`config.mk`:
```
export PLATFORM = sky130hd
export DESIGN_NAME = inpmem_reader_flat
export DESIGN_NICKNAME = d
export VERILOG_FILES = /design/src/rtl/inpmem_reader_if.sv /design/src/rtl/inpmem_reader.sv /design/src/flat_wrapper.sv
export SDC_FILE = /design/constraint.sdc
export NUM_CORES = 1
export LEC_CHECK = 0
export BUFFER_PORTS_ARGS = -buffer_cell sky130_fd_sc_hd__buf_2
export CAP_MARGIN = 20
export CELL_PAD_IN_SITES_DETAIL_PLACEMENT = 0
export CELL_PAD_IN_SITES_GLOBAL_PLACEMENT = 1
export CORE_UTILIZATION = 44
export DETAILED_ROUTE_END_ITERATION = 10
export MAX_ROUTING_LAYER = met4
export PLACE_DENSITY = 0.86
export SYNTH_ARGS = -nofsm -noshare
export SYNTH_HDL_FRONTEND = slang
export SYNTH_SLANG_ARGS = --single-unit
```
`constraint.sdc`:
```
create_clock -name clk -period 3.6 [get_ports clk]
set_input_delay 0.54 -clock clk [delete_from_list [all_inputs] [get_ports clk]]
set_output_delay 0.54 -clock clk [all_outputs]
set_load 0.02 [all_outputs]
```
`src/rtl/inpmem_reader_if.sv`:
```
// inpmem_reader_if: control, memory-port and output-stream signals of the input-memory reader.
interface inpmem_reader_if #(
  parameter int ADDR_W = 15,
  parameter int DATA_W = 8,
  parameter int LEN_W  = 16
);
  logic              start;
  logic [ADDR_W-1:0] base_addr;
  logic [ADDR_W-1:0] stride;
  logic [LEN_W-1:0]  length;
  logic              busy;
  logic              done;
  logic              mem_CEN;
  logic              mem_WEN;
  logic [ADDR_W-1:0] mem_A;
  logic [DATA_W-1:0] mem_Q;
  logic [DATA_W-1:0] out_data;
  logic              out_valid;
  logic              out_ready;
  modport master (
    input  start, base_addr, stride, length, mem_Q, out_ready,
    output busy, done, mem_CEN, mem_WEN, mem_A, out_data, out_valid
  );
  modport slave (
    output start, base_addr, stride, length, mem_Q, out_ready,
    input  busy, done, mem_CEN, mem_WEN, mem_A, out_data, out_valid
  );
endinterface

```
`src/rtl/inpmem_reader.sv`:
```
// inpmem_reader: strided streaming reader from the banked input memory into a credit-limited output FIFO.
module inpmem_reader #(
  parameter int ADDR_W = 15,
  parameter int DATA_W = 8,
  parameter int LEN_W  = 16,
  parameter int DEPTH  = 4
) (
  input  logic              clk,
  input  logic              rst_n,
  inpmem_reader_if.master   bus
);
  localparam int CW = $clog2(DEPTH + 1);
  localparam int PW = DEPTH > 1 ? $clog2(DEPTH) : 1;
  typedef enum logic [1:0] {IDLE, ISSUE, DRAIN, DONE} state_t;
  state_t            state_q, state_d;
  logic [ADDR_W-1:0] addr_q, addr_d, stride_q, stride_d;
  logic [LEN_W-1:0]  cnt_q, cnt_d;
  logic              inflight_q;
  logic [CW-1:0]     count_q, count_d;
  logic [CW:0]       occ;
  logic [PW-1:0]     wr_q, rd_q;
  logic [DATA_W-1:0] fifo_q [DEPTH];
  logic              issue, push, pop;
  // Credit check uses registered occupancy only, so out_ready never reaches the memory port.
  always_comb begin
    occ     = {1'b0, count_q} + (CW+1)'(inflight_q);
    issue   = state_q == ISSUE && occ < (CW+1)'(DEPTH);
    push    = inflight_q;
    pop     = count_q != '0 && bus.out_ready;
    count_d = count_q + CW'(push) - CW'(pop);
  end
  always_comb begin
    state_d  = state_q;
    addr_d   = addr_q;
    stride_d = stride_q;
    cnt_d    = cnt_q;
    case (state_q)
      IDLE: if (bus.start) begin
        addr_d   = bus.base_addr;
        stride_d = bus.stride;
        cnt_d    = bus.length;
        state_d  = bus.length != '0 ? ISSUE : DONE;
      end
      ISSUE: if (issue) begin
        addr_d  = addr_q + stride_q;
        cnt_d   = cnt_q - LEN_W'(1);
        state_d = cnt_q == LEN_W'(1) ? DRAIN : ISSUE;
      end
      DRAIN: state_d = !inflight_q && count_d == '0 ? DONE : DRAIN;
      default: state_d = IDLE;
    endcase
  end
  always_ff @(posedge clk or negedge rst_n) begin
    if (!rst_n) begin
      state_q    <= IDLE;
      addr_q     <= '0;
      stride_q   <= '0;
      cnt_q      <= '0;
      inflight_q <= 1'b0;
      count_q    <= '0;
      wr_q       <= '0;
      rd_q       <= '0;
      for (int i = 0; i < DEPTH; i++) fifo_q[i] <= '0;
    end else begin
      state_q    <= state_d;
      addr_q     <= addr_d;
      stride_q   <= stride_d;
      cnt_q      <= cnt_d;
      inflight_q <= issue;
      count_q    <= count_d;
      if (push) begin
        fifo_q[wr_q] <= bus.mem_Q;
        wr_q         <= wr_q == PW'(DEPTH - 1) ? '0 : wr_q + PW'(1);
      end
      if (pop) rd_q <= rd_q == PW'(DEPTH - 1) ? '0 : rd_q + PW'(1);
    end
  end
  assign bus.mem_CEN   = !issue;
  assign bus.mem_WEN   = 1'b1;
  assign bus.mem_A     = addr_q;
  assign bus.busy      = state_q != IDLE;
  assign bus.done      = state_q == DONE;
  assign bus.out_valid = count_q != '0;
  assign bus.out_data  = fifo_q[rd_q];
endmodule

```
`src/flat_wrapper.sv`:
```
// flat-port wrapper written by rule: the top's interface ports become plain ports
module inpmem_reader_flat 
#(
  parameter int ADDR_W = 15,
  parameter int DATA_W = 8,
  parameter int LEN_W  = 16,
  parameter int DEPTH  = 4
)
  (clk, rst_n, bus_start, bus_base_addr, bus_stride, bus_length, bus_mem_Q, bus_out_ready, bus_busy, bus_done, bus_mem_CEN, bus_mem_WEN, bus_mem_A, bus_out_data, bus_out_valid);
  inpmem_reader_if #(.ADDR_W(ADDR_W), .DATA_W(DATA_W), .LEN_W(LEN_W)) bus_i ();
  input  logic clk;
  input  logic rst_n;
  input wire logic [$bits(bus_i.start)-1:0] bus_start;
  input wire logic [$bits(bus_i.base_addr)-1:0] bus_base_addr;
  input wire logic [$bits(bus_i.stride)-1:0] bus_stride;
  input wire logic [$bits(bus_i.length)-1:0] bus_length;
  input wire logic [$bits(bus_i.mem_Q)-1:0] bus_mem_Q;
  input wire logic [$bits(bus_i.out_ready)-1:0] bus_out_ready;
  output wire logic [$bits(bus_i.busy)-1:0] bus_busy;
  output wire logic [$bits(bus_i.done)-1:0] bus_done;
  output wire logic [$bits(bus_i.mem_CEN)-1:0] bus_mem_CEN;
  output wire logic [$bits(bus_i.mem_WEN)-1:0] bus_mem_WEN;
  output wire logic [$bits(bus_i.mem_A)-1:0] bus_mem_A;
  output wire logic [$bits(bus_i.out_data)-1:0] bus_out_data;
  output wire logic [$bits(bus_i.out_valid)-1:0] bus_out_valid;
  assign bus_i.start = bus_start;
  assign bus_i.base_addr = bus_base_addr;
  assign bus_i.stride = bus_stride;
  assign bus_i.length = bus_length;
  assign bus_i.mem_Q = bus_mem_Q;
  assign bus_i.out_ready = bus_out_ready;
  assign bus_busy = bus_i.busy;
  assign bus_done = bus_i.done;
  assign bus_mem_CEN = bus_i.mem_CEN;
  assign bus_mem_WEN = bus_i.mem_WEN;
  assign bus_mem_A = bus_i.mem_A;
  assign bus_out_data = bus_i.out_data;
  assign bus_out_valid = bus_i.out_valid;
  inpmem_reader #(.ADDR_W(ADDR_W), .DATA_W(DATA_W), .LEN_W(LEN_W), .DEPTH(DEPTH)) u_core (.clk(clk), .rst_n(rst_n), .bus(bus_i));
endmodule
```
* Word-level counts from Yosys, hierarchy flattened *
Cells that the tools add are included.

cells by class
  order comparisons = 4
  bitwise operators = 2
  reductions and logical operators = 15
  muxes and demuxes = 20
  add/sub/neg operators = 7
  equal/unequal tests = 8

operators with widths
  cell                     number
  $bwmux W32               1
  $mux W16                 2
  $pmux W16 S2             1
  $mux W15                 2
  $pmux W15 S2             1
  $mux W8                  3
  $bmux W8 S2              1
  $demux W8 S2             1
  $eq A16 B1 Y1 const B    1
  $reduce_bool A16 Y1      1
  $sub A16 B1 Y16 const B  1
  $add A15 B15 Y15         1
  $mux W2                  6
  $eq A2 B2 Y1 const B     4
  $ge A3 B3 Y1 const B     2
  $not A2 Y3               2
  $pmux W2 S3              1
  $add A2 B1 Y2 const B    2
  $add A3 B1 Y4            1
  $logic_and A1 B1 Y1      4
  $lt A4 B3 Y1 const B     1
  $reduce_and A2 Y1        2
  $reduce_bool A2 Y1       2
  $add A3 B1 Y3            1
  11 further kinds         12

storage, ports and cells
  logic and storage cells = 68
  output and inout bits = 28
  register bits after elaboration = 88
  input bits = 58

* Longest topological paths before layout *
Gate-level depths: netlist (run 1).

  depth in word-level cells = 7
  gate-level depth with buffers = 10
  mapped depth without buffers = 10

* Worst setup path before layout (run 1) *
OpenSTA, ideal clock, no wires.

  kind = register -> register
  from = reg u_core.count_q[2]
  to = reg u_core.state_q[0]
  period minus slack after synthesis = 2.768 ns
  setup slack = 0.832 ns
  data required time = 3.535 ns
  path buffers = 0
  setup time = 0.065 ns
  data arrival time = 2.703 ns
  cell stages (with the launch flop) = 11
  cell sequence = dfrtp_1 > or3_1 > nand2_1 > inv_1 > ha_1 > inv_1 > ha_1 > fa_1 > or4_1 > nor2_1 > o22a_1

on the way
  word-level cells in the longest chain between the ends = 7
  elaborated cells between the ends (all ways) = 13
  those cells by class = add/sub (3); order compare (1); eq/ne (1); mux (2); reduce/logical (6)

RTL lines
  what                    line                 source
  start, declared         inpmem_reader.sv:19  logic [CW-1:0] count_q, count_d;
  start signal, assigned  inpmem_reader.sv:70  count_q <= count_d;
  $reduce_bool A3 Y1      -
  net bus_out_valid       flat_wrapper.sv:25   output wire logic [$bits(bus_i.out_valid)-1:0] bus_out_valid;
  $logic_and A1 B1 Y1     inpmem_reader.sv:29  pop = count_q != '0 && bus.out_ready;
  net u_core.pop          inpmem_reader.sv:23  logic issue, push, pop;
  $sub A3 B1 Y3           inpmem_reader.sv:30  count_d = count_q + CW'(push) - CW'(pop);
  net u_core.count_d[1]   inpmem_reader.sv:19
  $logic_not A3 Y1        inpmem_reader.sv:49  DRAIN: state_d = !inflight_q && count_d == '0 ? DONE : DRAIN;
  $logic_and A1 B1 Y1     inpmem_reader.sv:49
  $mux W1                 inpmem_reader.sv:49
  $pmux W2 S3             inpmem_reader.sv:37  case (state_q)
  end signal, assigned    inpmem_reader.sv:65  state_q <= state_d;
  end, declared           inpmem_reader.sv:15  state_t state_q, state_d;

The timed path passes the listed nets, and every way through them passes these cells.
A chain may end at the register's enable or synchronous reset.

* Final worst setup path (run 1) *
  from = reg u_core.count_q[2]
  to = reg u_core.state_q[0]

on the way
  word-level cells in the longest chain between the ends = 7
  elaborated cells between the ends (all ways) = 13
  those cells by class = add/sub (3); order compare (1); eq/ne (1); mux (2); reduce/logical (6)

RTL lines
  what                   line
  $reduce_bool A3 Y1     inpmem_reader.sv:29
  $logic_and A1 B1 Y1    inpmem_reader.sv:29
  net u_core.pop         inpmem_reader.sv:23
  $sub A3 B1 Y3          inpmem_reader.sv:30
  net u_core.count_d[1]  inpmem_reader.sv:19
  $logic_not A3 Y1       inpmem_reader.sv:49
  $logic_and A1 B1 Y1    inpmem_reader.sv:49
  $mux W1                inpmem_reader.sv:49
  $pmux W2 S3            inpmem_reader.sv:37

The timed path passes the listed nets, and every way through them passes these cells.

==> results.cfg, run 1 <==
[outcome]
status = completed

[cells_and_area]
layout_commonest_cell = dfrtp_1
nets = 625
areaGrowthSynthToFinish_pct = 15.91
drive_gt1_share_pct = 30.95
layout_common_cells = dfrtp_1 (88), buf_2 (83), mux2_2 (47), nand2_1 (39), o21ai_0 (38)
num-fill-cells = 938
antenna_cells = 0

[timing]
setup-tns-final_ns = 0
skew_ns = 0.01437
setup_viol = 0
period_share_pct = 78.17
grt_setup_unrepaired = false
relSlewSlack_pct = 39.87
worst_pin_slew_ns = 0.9020
max_freq_ghz = 0.3554
slew_violations = 0
min_period_ns = 2.814
hold_viol_final = 0

[power]
ir_drop_uv = 487.3
powerDensity_nw_per_um2 = 1049
p_leak_nw = 2.557
power_mw = 5.859

[routing]
finalWirelength_um = 10880
wl_per_cell_um = 15.95
remaining_drc_errors = 0
firstDrtPassIters = 4
drt_iter0_markers = 210
ant_nets = 0
vias = 3757
via_per_inst = 5.509

[place]
gp_congestion = 0.8748
place_hpwl_um = 7811
port_buffers = 84

[die]
start_util_pct = 46.08
fp.coreArea_um2 = 10460
row_count = 37
die_area_um2 = 11380
pin_count = 86
die-width_um = 106.7
die_y_um = 106.7

[synth]
synth_top_area_cell = dfrtp_1
synthTopCellsByArea = dfrtp_1 (46%), mux2_2 (11%), ha_1 (6.2%), o21ai_0 (3.9%), mux4_2 (3.7%)
yosys_warnings = 0
syn_area_um2 = 4821
synth_edf_count = 0
synth_fp_nets = 545
ys_seq_elements = 88
postSynthCellCount = 461
synth_top_area_share_pct = 45.68
async_flop_share_pct = 100.0
yosys.cell_types.count = 52
avgSynthCellArea_um2 = 10.46
seq_area_frac_synth_pct = 45.68
synthFlopType = dfrtp_1

[worst_setup_path]
cp_max_fo = 4
arrival_ns = 3.13
end_kind = register
crit_start = u_core.count_q[2]$_DFF_PN0_
crit-reg2reg-launch = u_core.count_q[2]$_DFF_PN0_
required_ns = 3.92
worstSetupPathType = register to register
worst_setup_path_start_kind = register

[clock_tree]
numCtsBuffers = 9
post-cts-setup-buffers = 0
cts_tree = yes
clock_sinks = 88
cts_root_buffer = clkbuf_8
clk_path_buf_depth = 2
clk_pin_slew_worst_paths_ns = 0.11
worstSkewPairLatency_ns = 0.37
cts_resized = 0
h-tree-depth = 3
postCtsHoldBufs = 0

[global_route]
grtUsageMet2_pct = 33.96
grt_pass1_vias = 3755
track_usage_pct = 21.45
antenna_found_initial = 0
grt_pass1_wl_um = 18520
grt-ovfl-total = 0
grt_max_degree = 84
busiest_layer = met2
use_met3_pct = 3.587
grt_use_met1_pct = 28.02

[worst_hold_path]
hold_path.class = input port to asynchronous set/reset pin

[flow_run]
cap_violations = 0
==> critical path: stages, from the launching register on <==
cell and delay, ns:
dfrtp_1 0.42, or3_1 0.40, nand2_1 0.16, inv_1 0.06, ha_1 0.27, inv_1 0.04
ha_1 0.18, fa_1 0.47, or4_1 0.53, nor2_1 0.10, o22a_1 0.13
==> kinds of logic after synthesis <==
logic type      count (synthesis)  synth area share (%)
compound gates                110                 13.16
xor+xnor                       11                 1.998
fa+ha+maj                      26                 7.060
buf+inv                        39                 3.296
flops                          88                 45.68
mux                            59                 15.55
other cells                     1               0.07779
simple gates                  127                 13.18
==> final cells by class <==
| class | count | area [um^2] | area share, % |
|---|---|---|---|
| inverters | 17 | 63.81 | 1.142 |
| repair buffers | 91 | 495.5 | 8.867 |
| well taps | 136 | 170.2 | 3.045 |
| multi-input cells | 334 | 2462 | 44.07 |
| clock buffers | 9 | 123.9 | 2.217 |
| flip-flops and latches | 88 | 2202 | 39.41 |
| clock inverters | 7 | 70.07 | 1.254 |
==> state kept, by name (all words and copies together) (netlist names) <==
| name | count |
|---|---|
| u_core.fifo_q | 32 |
| u_core.bus.mem_A | 15 |
| u_core.stride_q | 15 |
| u_core.cnt_q | 16 |
| u_core.state_q | 2 |
| u_core.count_q | 3 |
| u_core.wr_q | 2 |
| u_core.inflight_q | 1 |
| u_core.rd_q | 2 |
==> Yosys cell counts, drive strengths merged (2+ instances only) <==
master	instances
fa	2
a31oi	6
nand2	39
or3	5
o22ai	4
or2	2
buf	6
clkbuf	16
mux2	47
ha	24
inv	17
xnor2	6
a21oi	36
mux2i	4
and2	2
nor3	11
xor2	5
nor2	27
and3	5
nor2b	6
a21o	8
nor4	8
a211oi	2
nand4	3
dfrtp	88
nand3	10
nor3b	2
mux4	8
o211ai	2
a22oi	4
nand2b	3
o21ai	41
==> power by group <==
part	switching [mW]	internal (mW)	leakage [nW]	total, mW
clock network	0.411	0.271	0.0959	0.683
logic	1.80	1.45	1.42	3.24
registers	0.430	1.50	1.04	1.93
total	2.64	3.22	2.56	5.86
==> per-layer routing <==
metal	vias up	share of wire, %
met5	-	0
li1	1826	-
met4	0	2.0
met2	89	49
met1	1824	45
met3	18	4.2
==> metrics by stage <==
step	std cells	hold WS (ns)	worst slack [ns]	util, %	cell area [um^2]
5_1_grt	682	0.1381	0.5903	53.41	5588
4_1_cts	681	0.3762	0.7898	53.15	5560
2_1_floorplan	461	0.2444	0.8320	-	4821
6_report	682	0.1108	0.7860	53.41	5588
3_3_place_gp	665	0.4821	0.8983	51.29	5366
3_5_place_dp	665	0.4946	0.8330	51.29	5366
==> final timing paths <==
path / cells after the start / slack [ns] / endpoint
setup / recovery: 10 / 0.79 / u_core.state_q[0]$_DFFE_PN0P_
hold / removal: 1 / 0.11 / u_core.cnt_q[9]$_DFFE_PN0P_
setup reg to reg: 10 / 0.79 / u_core.state_q[0]$_DFFE_PN0P_
hold reg to reg: 1 / 0.52 / u_core.fifo_q[10]$_DFFE_PN0P_
max in group asynchronous: 2 / 2.86 / u_core.fifo_q[24]$_DFFE_PN0P_
min in group clk: 3 / 0.39 / u_core.stride_q[1]$_DFFE_PN0P_
No activity file was read; power rests on OpenSTA's default activity.
==> inputs of run 2 (changes only) <==
- CORE_UTILIZATION: 44 -> 39
- PLACE_DENSITY: 0.86 -> 0.81
- clock period: 3.6 -> 2.4 ns (I/O delays scaled with it)
==> run 2 against run 1 <==
- the run now ends with setup timing left
- critical path type unchanged
- critical path depth unchanged
- register-to-register slack worse by 0.98 ns
- largest power group unchanged
- count of clock-buffer cells in the layout up 1
- first-iteration DRC count decreased by 24%
- final cell count grew 3.8%
- flip-flop and latch count unchanged
==> results.cfg, run 2 (synthesized netlist as in run 1, its figures left out) <==
[outcome]
status = finished with violations
violations = setup timing

[power]
swShare_pct = 42.06
comb_power_share_pct = 55.3
p_leak_nw = 2.692
switchingPower_mw = 4.121
power_frac_clock_pct = 15.6
p_int_mw = 5.677
powerDensity_nw_per_um2 = 1654
ir_drop_uv = 715.8
power_mw = 9.798
power.share.sequential_pct = 29.0

[routing]
remaining_drc_errors = 0
ant_nets = 0
finalWirelength_um = 11700
firstDrtPassIters = 4
via_per_inst = 5.489
wl_per_cell_um = 16.53
vias = 3886
drt_iter0_markers = 159

[timing]
max_freq_ghz = 0.3848
period_share_pct = 108.3
grt_setup_unrepaired = true
slew_violations = 0
relSlewSlack_pct = 60.65
setup_viol = 1
skew_ns = 0.007905
holdWs_ns = 0.009290
min_period_ns = 2.599
setup-tns-final_ns = -0.1987
hold_viol_final = 0
worst_pin_slew_ns = 0.5902
worst_slack_ns = -0.1987

[die]
pin_count = 86
row_count = 40
die_y_um = 113.2
start_util_pct = 40.14
die-width_um = 113.2
fp.coreArea_um2 = 12010
die_area_um2 = 12810

[worst_setup_path]
max_stage_delay_ns = 0.52
rrSetupSlack_ns = -0.20
crit-reg2reg-launch = u_core.count_q[0]$_DFF_PN0_
worst_setup_path_start_kind = register
r2r_end = u_core.state_q[0]$_DFFE_PN0P_
required_ns = 2.68
reg2reg_depth = 10
arrival_ns = 2.88
path_cells = or3_4 > nand2_4 > inv_2 > ha_4 > inv_2 > ha_4 > fa_1 > or4_1 > nor2_1 > o22a_1
end_kind = register
cp_max_fo = 2
slowest_stage = or4_1
worstSetupPathType = register to register

[global_route]
antenna_found_initial = 1
grt-ovfl-total = 0
grt_max_degree = 50
grt_pass1_vias = 4068
grt_pass1_wl_um = 19780
track_usage_pct = 20.32

[clock_tree]
cts_tree = yes
clock_sinks = 88
numCtsBuffers = 9
h-tree-depth = 3
clk_path_buf_depth = 2
worstSkewPairLatency_ns = 0.35
cts_root_buffer = clkbuf_16
clk_pin_slew_worst_paths_ns = 0.07

[place]
place_hpwl_um = 8353
dp.cells = 688
gp_congestion = 0.8644
port_buffers = 84
dpl_cell_area_um2 = 5535
dpl_worst_slack_ns = -0.2429

[cells_and_area]
layout_commonest_cell = dfrtp_1
nets = 639
largest-register = u_core.fifo_q
drive_gt1_share_pct = 34.64
fin_util_pct = 49.31
fin_cells = 708
largest_reg_flops = 32
num-fill-cells = 1132
fin_area_um2 = 5923
areaGrowthSynthToFinish_pct = 22.87
layout_common_cells = dfrtp_1 (88), buf_2 (83), mux2_2 (47), nand2_1 (37), o21ai_0 (37)
top_regs = u_core.fifo_q x32, u_core.cnt_q x16

[flow_run]
cap_violations = 0

[worst_hold_path]
hold_path.class = input port to asynchronous set/reset pin
run 2: power groups by stage:
stage	combinational (mW)	clock, mW	sequential (mW)
2_1_floorplan	3.73	0	2.81
3_3_place_gp	5.13	0	2.80
3_5_place_dp	5.30	0	2.86
4_1_cts	5.36	1.58	2.84
5_1_grt	6.03	1.62	2.94
6_report	5.42	1.53	2.84
run 2: area by class of cell:
type	instances	area, um^2	area share (%)
antenna	1	2.502	0.04225
clock buffer	10	229.0	3.866
clock inverter	6	93.84	1.584
inverter	17	63.81	1.077
multi-input combinational	334	2530	42.71
sequential	88	2202	37.18
tap	147	183.9	3.105
timing repair buffer	105	618.1	10.44
run 2: what timing repair did:
action                     4_1_cts  5_1_grt
pin swaps                        2        3
setup endpoints to repair        2        4
buffers inserted                 0        3
gates cloned                     0        0
gates resized for setup          2        7
hold buffers                     0        0
run 2: worst max-delay path by stage:
stage | slack [ns] | cells after the start | startpoint | endpoint
3_3_place_gp | -0.15 | 10 | u_core.count_q[0]$_DFF_PN0_ | u_core.state_q[0]$_DFFE_PN0P_
2_1_floorplan | -0.22 | 10 | u_core.count_q[0]$_DFF_PN0_ | u_core.state_q[0]$_DFFE_PN0P_
4_1_cts | -0.21 | 10 | u_core.count_q[0]$_DFF_PN0_ | u_core.state_q[0]$_DFFE_PN0P_
3_5_place_dp | -0.24 | 10 | u_core.count_q[0]$_DFF_PN0_ | u_core.state_q[0]$_DFFE_PN0P_
5_1_grt | -0.29 | 10 | u_core.count_q[0]$_DFF_PN0_ | u_core.state_q[0]$_DFFE_PN0P_
6_report | -0.20 | 10 | u_core.count_q[0]$_DFF_PN0_ | u_core.state_q[0]$_DFFE_PN0P_
run 2: routing by layer:
metal	vias up	GRT usage [%]	share of wire, %
li1	1848	-	-
met5	-	-	0
met2	106	36.07	52
met1	1916	22.79	42
met4	0	6.140	1.4
met3	16	4.499	4.4
run 2: critical path: cells and delay by family (launching register included):
kind | cells | cell delay [ns]
compound gates | 1 | 0.12
simple gates | 4 | 1.10
buf+inv | 2 | 0.08
flops | 1 | 0.38
fa+ha+maj | 3 | 0.86
